$ cat config.mk
export PLATFORM = sky130hd
export DESIGN_NAME = uart_tx_fifo
export DESIGN_NICKNAME = d
export VERILOG_FILES = /design/src/rtl/uart_pkg.sv /design/src/rtl/sync_fifo.sv /design/src/rtl/uart_tx_fifo.sv
export SDC_FILE = /design/constraint.sdc
export NUM_CORES = 1
export LEC_CHECK = 0
export BUFFER_PORTS_ARGS = -buffer_cell sky130_fd_sc_hd__buf_2
export CAP_MARGIN = 20
export CORE_MARGIN = 4
export CORE_UTILIZATION = 55
export DETAILED_ROUTE_END_ITERATION = 10
export PLACE_DENSITY = 0.75
export SETUP_SLACK_MARGIN = 0.2
export SYNTH_ARGS = -nofsm -noshare
export SYNTH_HDL_FRONTEND = slang
export SYNTH_SLANG_ARGS = --single-unit
export TNS_END_PERCENT = 50
$ cat constraint.sdc
create_clock -name clk -period 2.4 [get_ports clk]
set_input_delay 0.24 -clock clk [delete_from_list [all_inputs] [get_ports clk]]
set_output_delay 0.24 -clock clk [all_outputs]
set_load 0.01 [all_outputs]
$ cat src/rtl/uart_pkg.sv
// Shared definitions for the UART transmit and receive paths.
package uart_pkg;

    localparam int UART_DATA_BITS       = 8;
    localparam int DEFAULT_CLKS_PER_BIT = 104;

    typedef enum logic [1:0] {
        IDLE  = 2'd0,
        START = 2'd1,
        DATA  = 2'd2,
        STOP  = 2'd3
    } tx_state_t;

endpackage

$ cat src/rtl/sync_fifo.sv
// Single-clock FIFO with an occupancy count; a write into a full FIFO is kept
// when a pop happens on the same edge, because the popped slot is the one written.
module sync_fifo #(
    parameter int WIDTH = 8,
    parameter int DEPTH = 8,
    parameter int CNT_W = $clog2(DEPTH) + 1
) (
    input  logic             clk,
    input  logic             rst,
    input  logic             wr_en,
    input  logic [WIDTH-1:0] wr_data,
    input  logic             rd_en,
    output logic [WIDTH-1:0] rd_data,
    output logic [CNT_W-1:0] count,
    output logic             full,
    output logic             empty,
    output logic             wr_drop
);

    localparam int PTR_W = $clog2(DEPTH);

    logic [WIDTH-1:0] mem [DEPTH];
    logic [PTR_W-1:0] wr_ptr;
    logic [PTR_W-1:0] rd_ptr;
    logic             do_rd;
    logic             do_wr;

    assign full    = (count == CNT_W'(DEPTH));
    assign empty   = (count == '0);
    assign do_rd   = rd_en && !empty;
    assign do_wr   = wr_en && (!full || do_rd);
    assign wr_drop = wr_en && !do_wr;
    assign rd_data = mem[rd_ptr];

    always_ff @(posedge clk or posedge rst) begin
        if (rst) begin
            wr_ptr <= '0;
            rd_ptr <= '0;
            count  <= '0;
        end else begin
            if (do_wr) wr_ptr <= wr_ptr + PTR_W'(1);
            if (do_rd) rd_ptr <= rd_ptr + PTR_W'(1);
            case ({do_wr, do_rd})
                2'b10:   count <= count + CNT_W'(1);
                2'b01:   count <= count - CNT_W'(1);
                default: count <= count;
            endcase
        end
    end

    always_ff @(posedge clk) begin
        if (do_wr) mem[wr_ptr] <= wr_data;
    end

endmodule

$ cat src/rtl/uart_tx_fifo.sv
// Buffered 8N1 UART transmitter: byte FIFO feeding a bit-timing FSM, LSB first.
//   state | meaning
//   IDLE  | line high, waiting for a queued byte
//   START | start bit (line low) for one bit time
//   DATA  | shifting out the 8 data bits, one bit time each
//   STOP  | stop bit (line high); chains straight into START if bytes remain
module uart_tx_fifo
    import uart_pkg::*;
#(
    parameter int CLKS_PER_BIT = DEFAULT_CLKS_PER_BIT,
    parameter int FIFO_DEPTH   = 8,
    parameter int CNT_W        = 4
) (
    input  logic             clk,
    input  logic             reset,
    input  logic [7:0]       TxData,
    input  logic             isNewTxData,
    output logic             TxD,
    output logic             isBusy,
    output logic             isFull,
    output logic             txDone,
    output logic             overflow,
    output logic [CNT_W-1:0] fifoCount
);

    localparam int BAUD_W = $clog2(CLKS_PER_BIT);
    localparam int BIT_W  = $clog2(UART_DATA_BITS);

    localparam logic [BAUD_W-1:0] BAUD_LAST = BAUD_W'(CLKS_PER_BIT - 1);
    localparam logic [BIT_W-1:0]  BIT_LAST  = BIT_W'(UART_DATA_BITS - 1);

    localparam logic [1:0] ST_IDLE  = IDLE;
    localparam logic [1:0] ST_START = START;
    localparam logic [1:0] ST_DATA  = DATA;
    localparam logic [1:0] ST_STOP  = STOP;

    logic [1:0]                state;
    logic [BAUD_W-1:0]         baud_cnt;
    logic [BIT_W-1:0]          bit_idx;
    logic [UART_DATA_BITS-1:0] shift_reg;
    logic                      tx_reg;
    logic                      done_reg;
    logic                      ovf_reg;

    logic [7:0] fifo_head;
    logic       fifo_empty;
    logic       fifo_full;
    logic       fifo_pop;
    logic       wr_drop;
    logic       bit_end;

    assign bit_end  = (baud_cnt == BAUD_LAST);
    // Pop either from idle or on the final stop-bit cycle for gapless frames.
    assign fifo_pop = !fifo_empty &&
                      ((state == ST_IDLE) || ((state == ST_STOP) && bit_end));

    sync_fifo #(
        .WIDTH (8),
        .DEPTH (FIFO_DEPTH),
        .CNT_W (CNT_W)
    ) u_fifo (
        .clk     (clk),
        .rst     (reset),
        .wr_en   (isNewTxData),
        .wr_data (TxData),
        .rd_en   (fifo_pop),
        .rd_data (fifo_head),
        .count   (fifoCount),
        .full    (fifo_full),
        .empty   (fifo_empty),
        .wr_drop (wr_drop)
    );

    always_ff @(posedge clk or posedge reset) begin
        if (reset) begin
            state     <= ST_IDLE;
            baud_cnt  <= '0;
            bit_idx   <= '0;
            shift_reg <= '0;
            tx_reg    <= 1'b1;
            done_reg  <= 1'b0;
        end else begin
            done_reg <= 1'b0;
            case (state)
                ST_IDLE: begin
                    baud_cnt <= '0;
                    tx_reg   <= 1'b1;
                    if (fifo_pop) begin
                        shift_reg <= fifo_head;
                        state     <= ST_START;
                        tx_reg    <= 1'b0;
                    end
                end
                ST_START: begin
                    if (bit_end) begin
                        baud_cnt <= '0;
                        bit_idx  <= '0;
                        state    <= ST_DATA;
                        tx_reg   <= shift_reg[0];
                    end else begin
                        baud_cnt <= baud_cnt + BAUD_W'(1);
                    end
                end
                ST_DATA: begin
                    if (bit_end) begin
                        baud_cnt <= '0;
                        if (bit_idx == BIT_LAST) begin
                            state  <= ST_STOP;
                            tx_reg <= 1'b1;
                        end else begin
                            shift_reg <= {1'b0, shift_reg[UART_DATA_BITS-1:1]};
                            tx_reg    <= shift_reg[1];
                            bit_idx   <= bit_idx + BIT_W'(1);
                        end
                    end else begin
                        baud_cnt <= baud_cnt + BAUD_W'(1);
                    end
                end
                ST_STOP: begin
                    if (bit_end) begin
                        baud_cnt <= '0;
                        done_reg <= 1'b1;
                        if (fifo_pop) begin
                            shift_reg <= fifo_head;
                            state     <= ST_START;
                            tx_reg    <= 1'b0;
                        end else begin
                            state  <= ST_IDLE;
                            tx_reg <= 1'b1;
                        end
                    end else begin
                        baud_cnt <= baud_cnt + BAUD_W'(1);
                    end
                end
                default: begin
                    state  <= ST_IDLE;
                    tx_reg <= 1'b1;
                end
            endcase
        end
    end

    always_ff @(posedge clk or posedge reset) begin
        if (reset)        ovf_reg <= 1'b0;
        else if (wr_drop) ovf_reg <= 1'b1;
    end

    assign TxD      = tx_reg;
    assign txDone   = done_reg;
    assign overflow = ovf_reg;
    assign isFull   = fifo_full;
    assign isBusy   = (state != ST_IDLE);

endmodule

; Word-level counts from Yosys, hierarchy flattened
; Memories as Yosys holds them, arrays and structs flattened.
; Cells that the tools add are included.
[word_totals]
register_bits = 33
ramBits = 64
word_cells = 81
n_memories = 1
[memory_table]
columns = name, depth, word_bits, rd, rd_clocked_by_memory_dff, write_ports, line_no
row1 = u_fifo.mem, 8, 8, 1, 0, 1, sync_fifo.sv:22  ; logic [WIDTH-1:0] mem [DEPTH];
[op_classes]
n_addsub = 6
eq_ne = 14
muxes = 29
reduce_logical = 21
[ops]
columns = cell, count
row1 = 2-to-1 mux 8 bit, 4
row2 = case mux 8 bit (3 select lines), 1
row3 = case mux 7 bit (2 select lines), 1
row4 = 2-to-1 mux 1 bit, 10
row5 = 2-to-1 mux 2 bit, 5
row6 = inequality test 2 bit (second input constant), 5
row7 = adder 3 x 1 -> 3 bit (second input constant), 3
row8 = 2-to-1 mux 3 bit, 3
row9 = case mux 2 bit (4 select lines), 1
row10 = case mux 4 bit (2 select lines), 1
row11 = AND reduction 4 bit, 2
row12 = adder 7 x 1 -> 7 bit (second input constant), 1
row13 = == test 7 bit (second input constant), 1
row14 = 2-to-1 mux 7 bit, 1
row15 = == test 2 bit (second input constant), 3
row16 = case mux 3 bit (2 select lines), 1
row17 = nonzero test 2 bit, 3
row18 = logical AND 1 bit, 5
row19 = AND reduction 5 bit, 1
row20 = adder 4 x 1 -> 4 bit (second input constant), 1
row21 = == test 2 x 1 -> 1 bit (second input constant), 2
row22 = == test 4 bit (second input constant), 1
row23 = zero test 4 bit, 1
row24 = case mux 1 bit (4 select lines), 1
row25 = other kinds (9), 12

; Depth between registers and ports, before layout
; Gate-level depths: netlist of the first run.
[depth]
depth_word = 9
depth_mapped = 13
ltp_nobuf = 13

; Cells and area by module
; A second synthesis of the first run with hierarchy kept.
[unflattened]
cells_unflattened = 283
area_unflattened_um2 = 4375.4
[modules_own_cells]
columns = module, instances, cells_each, area_each_um2
row1 = sync_fifo, 1, 162, 3069.2
row2 = uart_tx_fifo, 1, 121, 1306.3

; Worst setup path after synthesis of the first run
; Ideal clock, no wire load.
[synth_timing]
path_type = reg-to-reg
start = register u_fifo.count[0]
end = register u_fifo.count[3]
t_arrival_ns = 2.561
required_ns = 2.268
setup_slack_ns = -0.293
stages_incl_launch_ff = 12
n_path_buf = 0
period_less_slack_ns = 2.693
path_cell_list = dfrtp_1 > nor4b_1 > o211a_1 > nor2b_1 > inv_1 > ha_1 > ha_1 > a21o_2 > a21oi_1 > xnor2_1 > nor2_1 > xor2_1
[synth_rtl]
columns = item, line_no
row1 = start: declaration, sync_fifo.sv:14  ; output logic [CNT_W-1:0] count,
row2 = start signal: assignment, sync_fifo.sv:44  ; 2'b10: count <= count + CNT_W'(1);
row3 = start signal: assignment, sync_fifo.sv:45  ; 2'b01: count <= count - CNT_W'(1);
row4 = start signal: assignment, sync_fifo.sv:46  ; default: count <= count;
row5 = == test 4 bit (*), sync_fifo.sv:28  ; assign full = (count == CNT_W'(DEPTH));
row6 = net isFull, uart_tx_fifo.sv:20  ; output logic isFull,
row7 = zero test 1 bit (*), sync_fifo.sv:31  ; assign do_wr = wr_en && (!full || do_rd);
row8 = logical OR 1 bit (*), sync_fifo.sv:31
row9 = logical AND 1 bit (*), sync_fifo.sv:31
row10 = == test 2 x 1 -> 1 bit / == test 2 bit (equally long branches), sync_fifo.sv:43  ; case ({do_wr, do_rd})
row11 = case mux 4 bit (2 select lines) / nonzero test 2 bit (equally long branches), -
; The timed path passes the listed nets; every way through them passes the cells marked *.
; A chain may end at the register's enable or synchronous reset.

; Final worst setup path of the first run
[layout_timing]
start = register state[1]
end = register u_fifo.count[3]
[layout_via]
elab_chain_cells = 9
[layout_rtl]
columns = item, line_no
row1 = start: declaration, uart_tx_fifo.sv:37  ; logic [1:0] state;
row2 = start signal: assignment, uart_tx_fifo.sv:76  ; state <= ST_IDLE;
row3 = start signal: assignment, uart_tx_fifo.sv:90  ; state <= ST_START;
row4 = start signal: assignment, uart_tx_fifo.sv:98  ; state <= ST_DATA;
row5 = == test 2 bit, uart_tx_fifo.sv:55  ; ((state == ST_IDLE) || ((state == ST_STOP) && bit_end));
row6 = logical AND 1 bit, uart_tx_fifo.sv:55
row7 = logical OR 1 bit (*), uart_tx_fifo.sv:55
row8 = logical AND 1 bit (*), uart_tx_fifo.sv:54  ; assign fifo_pop = !fifo_empty &&
row9 = logical AND 1 bit (*), sync_fifo.sv:30  ; assign do_rd = rd_en && !empty;
row10 = logical OR 1 bit, sync_fifo.sv:31
row11 = logical AND 1 bit, sync_fifo.sv:31
row12 = == test 2 x 1 -> 1 bit / == test 2 bit (equally long branches), sync_fifo.sv:43
row13 = case mux 4 bit (2 select lines) / nonzero test 2 bit (equally long branches), -
; Every way passes the cells marked *; elsewhere a longest branch is shown, timed or not.

==> report_table.html, run 1 <==
<table>
<tr><th>Metric</th><th>Value</th></tr>
<tr><th colspan="2">Outcome</th></tr>
<tr><td>Status</td><td>finished, final reports clean</td></tr>
<tr><th colspan="2">Cells and area</th></tr>
<tr><td>Antenna Diode Count</td><td>0</td></tr>
<tr><td>Final design instance area without fill</td><td>5110 um2</td></tr>
<tr><td>Number of flip-flops under the largest register name</td><td>64</td></tr>
<tr><td>Commonest non-fill, non-tap cell in the layout</td><td>edfxtp_1</td></tr>
<tr><td># nets final</td><td>356</td></tr>
<tr><td>Fraction of layout instances using a drive strength above 1</td><td>0.399</td></tr>
<tr><td>Area growth from synthesis to layout</td><td>19.7%</td></tr>
<tr><td>Util after Layout</td><td>0.689</td></tr>
<tr><td>Top library cells by usage in the layout, fill and taps aside</td><td>64 x edfxtp_1, 29 x dfrtp_1, 28 x buf_4, 22 x nand2_1, 19 x buf_2</td></tr>
<tr><th colspan="2">Routing</th></tr>
<tr><td>Detail Route Antenna Nets</td><td>0</td></tr>
<tr><td>DRC violations left</td><td>0</td></tr>
<tr><td>Total routed wirelength</td><td>7960 um</td></tr>
<tr><td>Vias per cell</td><td>5.63</td></tr>
<tr><td>Via count</td><td>2,447</td></tr>
<tr><td>Routed length per placed instance</td><td>18.3 um</td></tr>
<tr><td>Drt initial violations</td><td>149</td></tr>
<tr><td>Number of detailed-route iterations in the first pass</td><td>4</td></tr>
<tr><th colspan="2">Place</th></tr>
<tr><td>Total placed instance area</td><td>4710 um2</td></tr>
<tr><td>Number of port buffers</td><td>19</td></tr>
<tr><td>Worst Setup Slack post-DPL</td><td>-0.0363 ns</td></tr>
<tr><td>Detailed placer's ending HPWL</td><td>5090 um</td></tr>
<tr><td>Gpl congestion</td><td>0.812</td></tr>
<tr><th colspan="2">Power</th></tr>
<tr><td>Pwr dens</td><td>1220 nW/um2</td></tr>
<tr><td>Power dissipated by switching net loads</td><td>2180 uW</td></tr>
<tr><td>Power share of the combinational group</td><td>0.449</td></tr>
<tr><td>Leakage component of the power</td><td>0.00199 uW</td></tr>
<tr><td>Fraction of power consumed by sequential logic</td><td>0.394</td></tr>
<tr><td>Internal power contribution</td><td>4030 uW</td></tr>
<tr><td>Worst voltage drop across the vdd grid</td><td>0.000583 V</td></tr>
<tr><td>Switching share of power</td><td>0.351</td></tr>
<tr><td>Total chip power</td><td>6210 uW</td></tr>
<tr><td>Clock network power share</td><td>0.157</td></tr>
<tr><th colspan="2">Clock network</th></tr>
<tr><td>Later-pin clock latency in the skew report</td><td>0.36 ns</td></tr>
<tr><td>Total CTS buffers</td><td>9</td></tr>
<tr><td>TritonCTS clock tree</td><td>done</td></tr>
<tr><td>Sink count of the clock tree</td><td>97</td></tr>
<tr><td>H-tree level count</td><td>3</td></tr>
<tr><td>CTS clock-pin slew for the worst setup and hold paths</td><td>0.10 ns</td></tr>
<tr><td>Count of hold-fix buffers inserted at cts</td><td>0</td></tr>
<tr><td>Clock root buffer</td><td>clkbuf_8</td></tr>
<tr><td>Clk buf depth</td><td>2</td></tr>
<tr><th colspan="2">Global routing</th></tr>
<tr><td>Met3 track demand over resource in global routing</td><td>0.0344</td></tr>
<tr><td>Met2 demand-to-capacity share in global routing</td><td>0.324</td></tr>
<tr><td>GR Util All Layers</td><td>0.189</td></tr>
<tr><td>Most utilized layer in the global route result</td><td>met2</td></tr>
<tr><td>Antenna violations before repair</td><td>0</td></tr>
<tr><td>Grt met1 use</td><td>0.231</td></tr>
<tr><td>Maximum number of pins on one net before global-route repair</td><td>23</td></tr>
<tr><td>GR Overflow Total</td><td>0</td></tr>
<tr><td>Wire length of the first global-routing pass</td><td>12,600 um</td></tr>
<tr><td>Vias in the first global route</td><td>2,462</td></tr>
<tr><th colspan="2">Setup path</th></tr>
<tr><td>FF-to-FF path depth</td><td>12</td></tr>
<tr><td>Crit Path Max Fanout</td><td>3</td></tr>
<tr><td>Endpoint of the lowest-slack register-to-register path</td><td>u_fifo.count[3]</td></tr>
<tr><td>R2r setup slk</td><td>0.08 ns</td></tr>
<tr><td>Cell chain of the critical path</td><td>ha_4 -&gt; nand4bb_1 -&gt; o211a_1 -&gt; nor2b_2 -&gt; inv_2 -&gt; ha_4 -&gt; ha_4 -&gt; a21o_2 -&gt; a21oi_2 -&gt; xnor2_1 -&gt; nor2_1 -&gt; xor2_1</td></tr>
<tr><td>Type of the setup path with the least slack</td><td>flop to flop</td></tr>
<tr><td>Crit-path max cell delay</td><td>0.41 ns</td></tr>
<tr><td>Slowest stage cell on the critical path</td><td>dfrtp_1</td></tr>
<tr><td>Type of element launching the critical path</td><td>flop</td></tr>
<tr><td>Critical path data arrival time</td><td>2.58 ns</td></tr>
<tr><td>Crit path buffers/inverters</td><td>1</td></tr>
<tr><td>Source of the worst register-to-register timing path</td><td>state[1]</td></tr>
<tr><td>Most frequent cell on the critical path</td><td>ha_4</td></tr>
<tr><td>Cell class contributing the biggest share of worst-path delay</td><td>compound AO/OA/AOI/OAI gates</td></tr>
<tr><td>Critical Path RT</td><td>2.66 ns</td></tr>
<tr><td>Critical path capture point type</td><td>flop</td></tr>
<tr><th colspan="2">Logic synthesis</th></tr>
<tr><td>Count of yosys warnings during synthesis</td><td>0</td></tr>
<tr><td>Average instance area after synthesis</td><td>15.7 um2</td></tr>
<tr><td>Async SR Flop Fraction</td><td>0.340</td></tr>
<tr><td>Number of distinct library cell variants in the gate-level netlist after synthesis</td><td>46</td></tr>
<tr><td>Mapped Cells</td><td>271</td></tr>
<tr><td>Most common flop cell mapped by yosys</td><td>edfxtp_1</td></tr>
<tr><td>Post-synthesis sequential area ratio</td><td>0.644</td></tr>
<tr><td>Post-synthesis sequential element count</td><td>97</td></tr>
<tr><td>Post-synth net total</td><td>295</td></tr>
<tr><td>Synthesized cell area</td><td>4270 um2</td></tr>
<tr><td>Number of enable-type register cells in the synthesized netlist</td><td>64</td></tr>
<tr><th colspan="2">Timing</th></tr>
<tr><td>Number of max-slew violations in the final report</td><td>0</td></tr>
<tr><td>Max Freq</td><td>431 MHz</td></tr>
<tr><td>Worst Hold Slack</td><td>0.00381 ns</td></tr>
<tr><td>Final hold vios</td><td>0</td></tr>
<tr><td>Period utilisation layout</td><td>0.967</td></tr>
<tr><td>Worst slew margin relative to its limit</td><td>0.477</td></tr>
<tr><td>Shortest period the worst path allows</td><td>2.32 ns</td></tr>
<tr><td>Final setup violating endpoints</td><td>0</td></tr>
<tr><td>Unrepaired setup endpoints after global routing</td><td>yes</td></tr>
<tr><td>Transition time at the pin with the least slew margin</td><td>0.784 ns</td></tr>
<tr><td>Slack of the critical path</td><td>0.0801 ns</td></tr>
<tr><td>Worst setup skew after layout</td><td>0.0104 ns</td></tr>
<tr><th colspan="2">Floorplan</th></tr>
<tr><td>Vertical die dimension</td><td>96.1 um</td></tr>
<tr><td>Initial Util</td><td>0.576</td></tr>
<tr><td>Number of standard-cell rows in the floorplan</td><td>31</td></tr>
<tr><td>Top-Level Pins</td><td>20</td></tr>
<tr><td>Std-Cell Core Area</td><td>7410 um2</td></tr>
<tr><td>Die area</td><td>9230 um2</td></tr>
<tr><td>Die width</td><td>96.1 um</td></tr>
<tr><th colspan="2">Job</th></tr>
<tr><td>Total of max-cap violations</td><td>0</td></tr>
<tr><th colspan="2">Min path</th></tr>
<tr><td>Worst min path class</td><td>input pin to asynchronous set/reset pin</td></tr>
</table>
## Yosys cell counts (2+ instances only)
cell,number,share of area
buf_2,3,0.0035
mux2_2,2,0.0053
inv_1,9,0.0079
a21oi_1,5,0.0059
nand2_1,23,0.020
and3_1,3,0.0044
clkbuf_1,4,0.0035
mux2_4,8,0.028
nand3_1,3,0.0035
xnor2_1,7,0.014
edfxtp_1,64,0.45
mux2i_1,10,0.023
a22o_1,3,0.0062
mux4_2,16,0.084
nand2b_1,4,0.0059
o21ai_0,12,0.014
dfrtp_1,32,0.19
nor2_1,15,0.013
nor3_1,7,0.0082
xor2_1,4,0.0082
ha_1,12,0.035
## routing by layer
| metal | part of all wire | vias to the layer above |
|---|---|---|
| met4 | 0.018 | 0 |
| met5 | 0 | - |
| met2 | 0.54 | 44 |
| met1 | 0.41 | 1248 |
| li1 | - | 1142 |
| met3 | 0.031 | 13 |
## layout make-up
class	count	area [um2]
Sequential cell	97	2750
Fill cell	501	2300
Multi-Input combinational cell	156	1570
Timing Repair Buffer	59	449
Clock buffer	9	124
Tap cell	99	124
Clock inverter	6	50.0
Inverter	9	33.8
## worst reg2reg max path, cell delays in order (launching register included)
cell and delay [ns]:
dfrtp_1 0.41, ha_4 0.15, nand4bb_1 0.12, o211a_1 0.28, nor2b_2 0.15, inv_2 0.07
ha_4 0.17, ha_4 0.21, a21o_2 0.19, a21oi_2 0.14, xnor2_1 0.12, nor2_1 0.06
xor2_1 0.14
## kinds of logic (layout without fill, tap and decap cells)
logic type,after synthesis,in the layout,synth area share
simple gates,64,64,0.0771
flops,97,97,0.644
fa+ha+maj,13,13,0.0399
xor+xnor,11,11,0.0226
mux,36,36,0.141
compound gates,32,32,0.0554
buf+inv,18,83,0.0194
## timing repair
| action | in CTS | in global routing |
|---|---|---|
| setup endpoints to repair | 11 | 71 |
| setup buffers | 5 | 6 |
| hold endpoints to repair | 0 | 0 |
| gates resized for setup | 3 | 31 |
| pin swaps | 3 | 9 |
## through the flow
step | TNS, ns | std cells
final | 0 | 435
after CTS | 0 | 429
after floorplan | 0 | 271
after global routing | -0.0248 | 435
after detailed placement | -0.0363 | 409
after global placement | 0 | 409
## power by group through the flow
stage / clock, uW / sequential [uW] / combinational [uW]
global route: 1080 / 2480 / 3040
finish: 975 / 2450 / 2790
CTS: 999 / 2420 / 2640
global placement: 0 / 2430 / 2440
detailed placement: 0 / 2460 / 2520
floorplan: 0 / 2470 / 1790
## how the worst max path moves through the flow
stage	from	to	slack (ns)	cells after the start
finish	state[1]	u_fifo.count[3]	0.08	12
global route	state[1]	u_fifo.count[3]	-0.02	12
CTS	state[0]	u_fifo.count[3]	0.07	12
detailed placement	state[1]	u_fifo.count[3]	-0.04	12
global placement	state[1]	u_fifo.count[3]	0.06	12
floorplan	state[0]	u_fifo.count[3]	0.002	12
(Power assumes the default switching activity.)
==> inputs of run 2 (changes only) <==
PLACE_DENSITY = not set   (was 0.75)
PLACE_DENSITY_LB_ADDON = 0.1   (was not set)
==> run 2 against run 1 <==
Net effect: final cell count is 0.92% higher; setup slack worse by 0.057 ns; sequential share of layout area is 0.13 points higher; final area is 0.29% lower; hold slack better by 0.093 ns; clock power hardly changed; global-route usage hardly changed; highest routed layer unchanged.
==> report_table.html, run 2 (synthesized netlist as in run 1, its figures left out) <==
<table>
<tr><th>Metric</th><th>Value</th></tr>
<tr><th colspan="2">Power</th></tr>
<tr><td>Total chip power</td><td>6230 uW</td></tr>
<tr><td>Pwr dens</td><td>1220 nW/um2</td></tr>
<tr><td>Leakage component of the power</td><td>0.00199 uW</td></tr>
<tr><td>Worst voltage drop across the vdd grid</td><td>0.000853 V</td></tr>
<tr><th colspan="2">Setup path</th></tr>
<tr><td>Critical path data arrival time</td><td>2.63 ns</td></tr>
<tr><td>Critical path capture point type</td><td>flop</td></tr>
<tr><td>Type of element launching the critical path</td><td>flop</td></tr>
<tr><td>Crit Path Max Fanout</td><td>3</td></tr>
<tr><td>Critical Path RT</td><td>2.66 ns</td></tr>
<tr><td>Type of the setup path with the least slack</td><td>flop to flop</td></tr>
<tr><th colspan="2">Cells and area</th></tr>
<tr><td>Fillers</td><td>510</td></tr>
<tr><td># nets final</td><td>359</td></tr>
<tr><td>Area growth from synthesis to layout</td><td>19.4%</td></tr>
<tr><td>Top library cells by usage in the layout, fill and taps aside</td><td>64 x edfxtp_1, 38 x buf_4, 30 x dfrtp_1, 23 x nand2_1, 19 x buf_2</td></tr>
<tr><td>Fraction of layout instances using a drive strength above 1</td><td>0.391</td></tr>
<tr><td>Commonest non-fill, non-tap cell in the layout</td><td>edfxtp_1</td></tr>
<tr><td>Antenna Diode Count</td><td>0</td></tr>
<tr><td>Number of flip-flops under the largest register name</td><td>64</td></tr>
<tr><th colspan="2">Clock network</th></tr>
<tr><td>Sink count of the clock tree</td><td>97</td></tr>
<tr><td>Clk buf depth</td><td>2</td></tr>
<tr><td>H-tree level count</td><td>3</td></tr>
<tr><td>Total CTS buffers</td><td>9</td></tr>
<tr><td>CTS clock-pin slew for the worst setup and hold paths</td><td>0.10 ns</td></tr>
<tr><td>TritonCTS clock tree</td><td>done</td></tr>
<tr><td>Later-pin clock latency in the skew report</td><td>0.36 ns</td></tr>
<tr><td>Clock root buffer</td><td>clkbuf_8</td></tr>
<tr><th colspan="2">Timing</th></tr>
<tr><td>Shortest period the worst path allows</td><td>2.38 ns</td></tr>
<tr><td>Max Freq</td><td>421 MHz</td></tr>
<tr><td>Final setup violating endpoints</td><td>0</td></tr>
<tr><td>Transition time at the pin with the least slew margin</td><td>0.420 ns</td></tr>
<tr><td>Period utilisation layout</td><td>0.990</td></tr>
<tr><td>Worst Hold Slack</td><td>0.0966 ns</td></tr>
<tr><td>Final hold vios</td><td>0</td></tr>
<tr><td>Unrepaired setup endpoints after global routing</td><td>yes</td></tr>
<tr><td>Number of max-slew violations in the final report</td><td>0</td></tr>
<tr><td>Worst setup skew after layout</td><td>0.0135 ns</td></tr>
<tr><td>Worst slew margin relative to its limit</td><td>0.720</td></tr>
<tr><th colspan="2">Floorplan</th></tr>
<tr><td>Initial Util</td><td>0.576</td></tr>
<tr><td>Vertical die dimension</td><td>96.1 um</td></tr>
<tr><td>Std-Cell Core Area</td><td>7410 um2</td></tr>
<tr><td>Number of standard-cell rows in the floorplan</td><td>31</td></tr>
<tr><td>Top-Level Pins</td><td>20</td></tr>
<tr><td>Die width</td><td>96.1 um</td></tr>
<tr><td>Die area</td><td>9230 um2</td></tr>
<tr><th colspan="2">Place</th></tr>
<tr><td>Number of port buffers</td><td>19</td></tr>
<tr><td>Detailed placer's ending HPWL</td><td>5170 um</td></tr>
<tr><td>Gpl congestion</td><td>0.812</td></tr>
<tr><th colspan="2">Routing</th></tr>
<tr><td>Total routed wirelength</td><td>7700 um</td></tr>
<tr><td>DRC violations left</td><td>0</td></tr>
<tr><td>Detail Route Antenna Nets</td><td>0</td></tr>
<tr><td>Number of detailed-route iterations in the first pass</td><td>5</td></tr>
<tr><td>Via count</td><td>2,398</td></tr>
<tr><td>Drt initial violations</td><td>94</td></tr>
<tr><td>Vias per cell</td><td>5.46</td></tr>
<tr><td>Routed length per placed instance</td><td>17.5 um</td></tr>
<tr><th colspan="2">Global routing</th></tr>
<tr><td>Maximum number of pins on one net before global-route repair</td><td>34</td></tr>
<tr><td>GR Overflow Total</td><td>0</td></tr>
<tr><td>GR Util All Layers</td><td>0.189</td></tr>
<tr><td>Wire length of the first global-routing pass</td><td>12,700 um</td></tr>
<tr><td>Antenna violations before repair</td><td>0</td></tr>
<tr><td>Vias in the first global route</td><td>2,487</td></tr>
<tr><th colspan="2">Min path</th></tr>
<tr><td>Worst min path class</td><td>input pin to flop</td></tr>
<tr><th colspan="2">Outcome</th></tr>
<tr><td>Status</td><td>finished, final reports clean</td></tr>
<tr><th colspan="2">Job</th></tr>
<tr><td>Total of max-cap violations</td><td>0</td></tr>
</table>
[run 2: changes by cell type in the layout (fill, tap and decap cells not counted), moves of 2 or more]
cell and change:
nor3_2 +2, nor3_4 -2, buf_6 -8, nor2_1 +6
nor2_2 -5, buf_4 +10, inv_1 -3, inv_2 +2
[run 2: metrics by stage]
stage	instance area, um2	setup WS, ns	TNS (ns)	utilization	std cells
finish	5090	0.0229	0	0.687	439
global route	5090	-0.0957	-0.0957	0.687	439
CTS	4980	0.0196	0	0.673	431
detailed placement	4730	-0.0517	-0.0517	0.638	411
global placement	4730	0.0730	0	0.638	411
floorplan	4320	0.00188	0	-	271
[run 2: area by class of cell]
cell class | instances | area, um2 | area share
clock buffers | 9 | 124 | 0.0243
clock inverters | 7 | 68.8 | 0.0135
inverters | 9 | 36.3 | 0.00713
multi-input cells | 156 | 1540 | 0.303
flip-flops and latches | 97 | 2750 | 0.540
well taps | 99 | 124 | 0.0243
repair buffers | 62 | 444 | 0.0872
[run 2: critical path, cell delays in order (launching register included)]
cell       delay (ns)
dfrtp_1          0.43
ha_4             0.18
nand4bb_4        0.12
o211a_1          0.28
nor2b_2          0.16
inv_2            0.07
ha_4             0.17
ha_4             0.20
a21o_2           0.18
a21oi_2          0.13
xnor2_1          0.14
nor2_1           0.07
xor2_1           0.13
[run 2: repair_timing]
item | CTS | global route
endpoints found under the hold margin | 32 | 0
setup endpoints to repair | 11 | 11
buffers inserted | 3 | 8
pin swaps | 2 | 7
hold buffers | 1 | 0
gates resized for setup | 2 | 16
[run 2: worst paths after layout]
path	from	endpoint	slack [ns]	cells past startpoint
worst min register to register	baud_cnt[0]	baud_cnt[0]	0.47	1
worst max register to register	state[1]	u_fifo.count[3]	0.02	12
worst min-delay path	isNewTxData	overflow	0.1	2
worst max-delay path	state[1]	u_fifo.count[3]	0.02	12
max in group asynchronous	reset	TxD	1.56	4
min in group asynchronous	reset	u_fifo.count[1]	0.49	4
[run 2: routing by layer]
metal / global-route usage / wire (um) / vias to the layer above
li1: - / - / 1150
met1: 0.265 / 3560 / 1207
met2: 0.289 / 3750 / 34
met3: 0.0547 / 305 / 7
met4: 0.0545 / 89 / 0
met5: 0 / 0 / -
[run 2: report_power, final]
part	internal (uW)	switching, uW	total (uW)
logic	1490	1300	2790
clock network	403	597	1000
registers	2190	247	2440
total	4090	2140	6230
